--- src/rtl/uint_to_float_pkg.sv ---
// rtl/uint_to_float_pkg.sv - shared widths, constants and float field layout for the uint32 to float32 converter
package uint_to_float_pkg;

  localparam int WORD_W   = 32;
  localparam int CLZ_W    = 6;
  localparam int EXP_W    = 8;
  localparam int MANT_W   = 23;
  localparam int FP_BIAS  = 127;
  localparam int EXP_BASE = FP_BIAS + WORD_W - 1;

  typedef struct packed {
    logic              sign;
    logic [EXP_W-1:0]  exp;
    logic [MANT_W-1:0] mant;
  } float_t;

endpackage

--- src/rtl/count_leading_zeros.sv ---
// rtl/count_leading_zeros.sv - combinational leading-zero count of a 32-bit word, 32 for a zero word
module count_leading_zeros
  import uint_to_float_pkg::*;
(
  input  logic [WORD_W-1:0] i_WORD,
  output logic [CLZ_W-1:0]  o_COUNT
);

  // Ascending scan so the highest set bit is the last writer.
  always_comb begin
    o_COUNT = CLZ_W'(WORD_W);
    for (int i = 0; i < WORD_W; i++) begin
      if (i_WORD[i]) o_COUNT = CLZ_W'(WORD_W - 1 - i);
    end
  end

endmodule

--- src/rtl/uint32_to_float32.sv ---
// rtl/uint32_to_float32.sv - two-stage uint32 to IEEE-754 single converter; UINT_TO_FLOAT_ROUND_EN selects round-to-nearest-even over truncation
module uint32_to_float32
  import uint_to_float_pkg::*;
(
  input  logic              i_CLK,
  input  logic              i_RST,
  input  logic              i_VALID,
  output logic              o_READY,
  input  logic [WORD_W-1:0] i_WORD,
  output logic              o_VALID,
  input  logic              i_READY,
  output logic [WORD_W-1:0] o_FLOAT
);

  logic              s1_valid;
  logic [WORD_W-1:0] s1_word;
  logic [CLZ_W-1:0]  s1_clz;
  logic              s2_valid;
  float_t            s2_float;

  logic              s1_advance;
  logic              s2_advance;
  logic [CLZ_W-1:0]  clz;
  logic [EXP_W-1:0]  exp_raw;
  logic [MANT_W-1:0] mant;
  float_t            result;

  count_leading_zeros u_clz (
    .i_WORD  (i_WORD),
    .o_COUNT (clz)
  );

  assign s2_advance = !s2_valid || i_READY;
  assign s1_advance = !s1_valid || s2_advance;
  assign o_READY    = s1_advance && !i_RST;
  assign o_VALID    = s2_valid;
  assign o_FLOAT    = s2_float;

  assign exp_raw = EXP_W'(EXP_BASE) - EXP_W'(s1_clz);

`ifdef UINT_TO_FLOAT_ROUND_EN
  logic [WORD_W-2:0]       frac;
  logic                    round_up;
  logic [EXP_W+MANT_W-1:0] exp_mant;

  // Normalized word without its hidden leading one: mant, then guard, then sticky bits.
  assign frac     = (WORD_W-1)'(s1_word << s1_clz);
  assign mant     = frac[WORD_W-2 -: MANT_W];
  assign round_up = frac[WORD_W-2-MANT_W] && ((|frac[WORD_W-3-MANT_W:0]) || mant[0]);
  // A mantissa carry ripples straight into the exponent field.
  assign exp_mant = {exp_raw, mant} + {{(EXP_W+MANT_W-1){1'b0}}, round_up};
`else
  logic [EXP_W+MANT_W-1:0] exp_mant;

  assign mant     = MANT_W'((s1_word << s1_clz) >> (WORD_W - 1 - MANT_W));
  assign exp_mant = {exp_raw, mant};
`endif

  always_comb begin
    result = '0;
    if (s1_clz != CLZ_W'(WORD_W)) begin
      result = float_t'({1'b0, exp_mant});
    end
  end

  always_ff @(posedge i_CLK) begin
    if (i_RST) begin
      s1_valid <= 1'b0;
      s1_word  <= '0;
      s1_clz   <= '0;
      s2_valid <= 1'b0;
      s2_float <= '0;
    end else begin
      if (s2_advance) begin
        s2_valid <= s1_valid;
        if (s1_valid) s2_float <= result;
      end
      if (s1_advance) begin
        s1_valid <= i_VALID;
        if (i_VALID) begin
          s1_word <= i_WORD;
          s1_clz  <= clz;
        end
      end
    end
  end

endmodule

--- config.mk ---
export PLATFORM = sky130hd
export DESIGN_NAME = uint32_to_float32
export DESIGN_NICKNAME = d
export VERILOG_FILES = /design/src/rtl/uint_to_float_pkg.sv /design/src/rtl/count_leading_zeros.sv /design/src/rtl/uint32_to_float32.sv
export SDC_FILE = /design/constraint.sdc
export NUM_CORES = 1
export LEC_CHECK = 0
export ABC_AREA = 1
export CORE_UTILIZATION = 40
export DETAILED_ROUTE_END_ITERATION = 8
export PLACE_DENSITY = 0.67
export RECOVER_POWER = 100
export SYNTH_ARGS = -nofsm -noshare
export SYNTH_HDL_FRONTEND = slang
export SYNTH_HIERARCHICAL = 1
export SYNTH_SLANG_ARGS = --single-unit
--- constraint.sdc ---
create_clock -name i_CLK -period 2.6 [get_ports i_CLK]
set_input_delay 0.65 -clock i_CLK [delete_from_list [all_inputs] [get_ports i_CLK]]
set_output_delay 0.65 -clock i_CLK [all_outputs]
set_load 0.02 [all_outputs]
==> impl_metrics.json <==
{
  "cp.required_ps": 1950,
  "worstPathArrival_ps": 1760,
  "cp_max_fo": 2,
  "slowest_delay_ps": 530,
  "status": "complete, no violations",
  "yosys.cell_types.count": 33,
  "peakVddDrop_mv": 0.282,
  "slew_headroom": 0.581,
  "cts_max_level": 3,
  "cp_slowest_cell": "dlygate4sd3_1",
  "worst_slack_ps": 186,
  "cpMostUsedCell": "inv_1",
  "n_antenna_cell": 0,
  "die_w_um": 106,
  "drv_cap": 0,
  "cts_sinks": 70,
  "setup_viol": 0,
  "finalNetCount": 819,
  "pre_cts_ws_ps": -377,
  "routed_wl_um": 12600,
  "clk_pin_slew_ps": 80,
  "fin_crit_sh": 0.928,
  "drc_errors": 0,
  "grt_max_degree": 45,
  "avgSynthCellArea_um2": 6.08,
  "area_delta_synth_final_pct": 24.1,
  "cp_top_family": "buffers and inverters",
  "slew_viol_final": 0,
  "wl_met1_um": 6130,
  "placed_area_um2": 5220,
  "tns_ps": 0,
  "grt_pass1_vias": 4420,
  "clkLatencyLatePin_ps": 360,
  "fmax_mhz": 414,
  "ys.flop_type": "dfxtp_1",
  "fin_cells": 922,
  "synthesis.area_um2": 4360,
  "io_buffer_count": 68,
  "antenna_found_initial": 0,
  "grt_pass1_wl_um": 21500,
  "vias": 4813,
  "die-area_um2": 11300,
  "die_h_um": 106,
  "grt_setup_unrepaired": "false",
  "syn_nets": 755,
  "grt_use_total": 0.238,
  "powerDensity_nw_per_um2": 501,
  "leakage_nw": 2.52,
  "worst-setup-path-type": "input port to output pin",
  "dr_wl_met2_um": 5670,
  "ys_ff_latch": 70,
  "initial_utilization": 0.417,
  "cts_tree": "yes",
  "holdBufCountCts": 0,
  "dp.cells": 906,
  "postRouteAntennaNets": 0,
  "crit_buf_inv": 4,
  "tightest_slew_ps": 629,
  "dp_hpwl_um": 9410,
  "clk_path_buf_depth": 2,
  "synth_top_area_share": 0.321,
  "final_area_um2": 5410,
  "gp_congestion": 0.904,
  "routed.top_layer": "met4",
  "worst_setup_path_start_kind": "input port",
  "yosys_warnings": 6,
  "rows": 37,
  "layout_commonest_cell": "nand3_1",
  "cts_made_buffers": 9,
  "pin_count": 70,
  "dr.pass1.iters": 5,
  "netlist_top_cells_area": "dfxtp_1, nand3_1, nand2_1",
  "endpoint_kind": "output pin",
  "path_cells": "dlygate4sd3_1 > inv_1 > nand3_1 > nand2_1 > inv_1 > dlygate4sd2_1",
  "synth_edf_count": 0,
  "finalCriticalPeriod_ps": 2410,
  "core_area_um2": 10500,
  "via_per_inst": 5.22,
  "hold_class": "register to register",
  "yosysSeqAreaShare": 0.321,
  "synth_area_leader_cell": "dfxtp_1",
  "clock_skew_ps": 15.0,
  "finalHoldViolCount": 0,
  "cts_setup_buffers": 0,
  "root_buffer": "clkbuf_8",
  "synthCells": 717,
  "dr_wl_met3_um": 521,
  "synthArstFlopShare": 0,
  "drtIter0Drc": 412,
  "wl_per_cell_um": 13.6,
  "overflow": 0,
  "final_cell_mix": "nand3_1, nand2_1, nor2_1, dfxtp_1, inv_1",
  "drive_above_1_share": 0.0687
}
[synth_stat cells (2+ instances only)]
master / instances
buf_1: 2
nand2_1: 154
buf_6: 3
nor4_1: 3
nor2_4: 2
buf_2: 18
a21oi_1: 41
xor2_1: 2
ha_1: 2
nand2_2: 2
inv_1: 51
nor3_1: 5
nand3_1: 196
a22oi_1: 3
o21ai_0: 41
nor2_1: 83
inv_2: 4
buf_4: 6
dfxtp_1: 70
clkbuf_1: 16
[tightest hold or removal path, stage by stage, from the launching register on]
cell	delay, ps
dfxtp_1	310
nand2_1	60
a21oi_1	50
[per-layer routing]
layer / GRT usage / vias up
li1: - / 2504
met1: 0.326 / 2157
met2: 0.382 / 134
met3: 0.0288 / 18
met4: 0.0843 / 0
met5: 0 / -
[area by class of cell]
type / instances / area, µm²
clock buffer: 10 / 138
tap: 136 / 170
fill: 1059 / 5050
timing repair buffer: 98 / 938
clock inverter: 6 / 45.0
inverter: 57 / 219
sequential: 70 / 1400
multi-input combinational: 545 / 2500
[through the flow]
| step | power (mW) | hold slack, ps | utilization |
|---|---|---|---|
| 3_5_place_dp | 1.91 | 457 | 0.499 |
| 3_3_place_gp | 1.90 | 456 | 0.499 |
| 4_1_cts | 2.74 | 469 | 0.517 |
| 5_1_grt | 2.87 | 489 | 0.517 |
| 2_1_floorplan | 1.66 | 455 | - |
| 6_report | 2.71 | 464 | 0.517 |
[kinds of logic after synthesis]
family,after synthesis,synth area share
xor gates and xnor gates,3,0.00603
other,1,0.000860
adders and majority gates,2,0.00574
DFF,70,0.321
AOI/OAI and AO/OA,90,0.108
buffers and inverters,102,0.104
and+or+nand+nor,449,0.453
[path summary, 6_finish.rpt]
| path | startpoint | end | slack (ps) | cells past startpoint |
|---|---|---|---|---|
| worst min-delay path | o_FLOAT[1] | o_FLOAT[1] | 460 | 2 |
| worst min register to register | o_FLOAT[1] | o_FLOAT[1] | 460 | 2 |
| worst max register to register | s1_clz[0] | o_FLOAT[19] | 930 | 9 |
| worst max-delay path | i_READY | o_READY | 190 | 6 |
[repair_timing]
item / in CTS / in global routing
endpoints found under the setup margin: 1 / 2
gates resized for setup: 1 / 8
pin swaps: 0 / 1
[where the power goes]
part / switching (mW) / internal, mW
Combinational: 0.422 / 0.263
Sequential: 0.0490 / 1.14
Clock: 0.458 / 0.377
[flip-flops by register name, indices dropped and copies added (netlist names)]
name	flops
o_FLOAT	31
s1_word	31
s1_clz	6
o_VALID	1
s1_valid	1
Note: power is estimated with default switching activity, not from simulation.
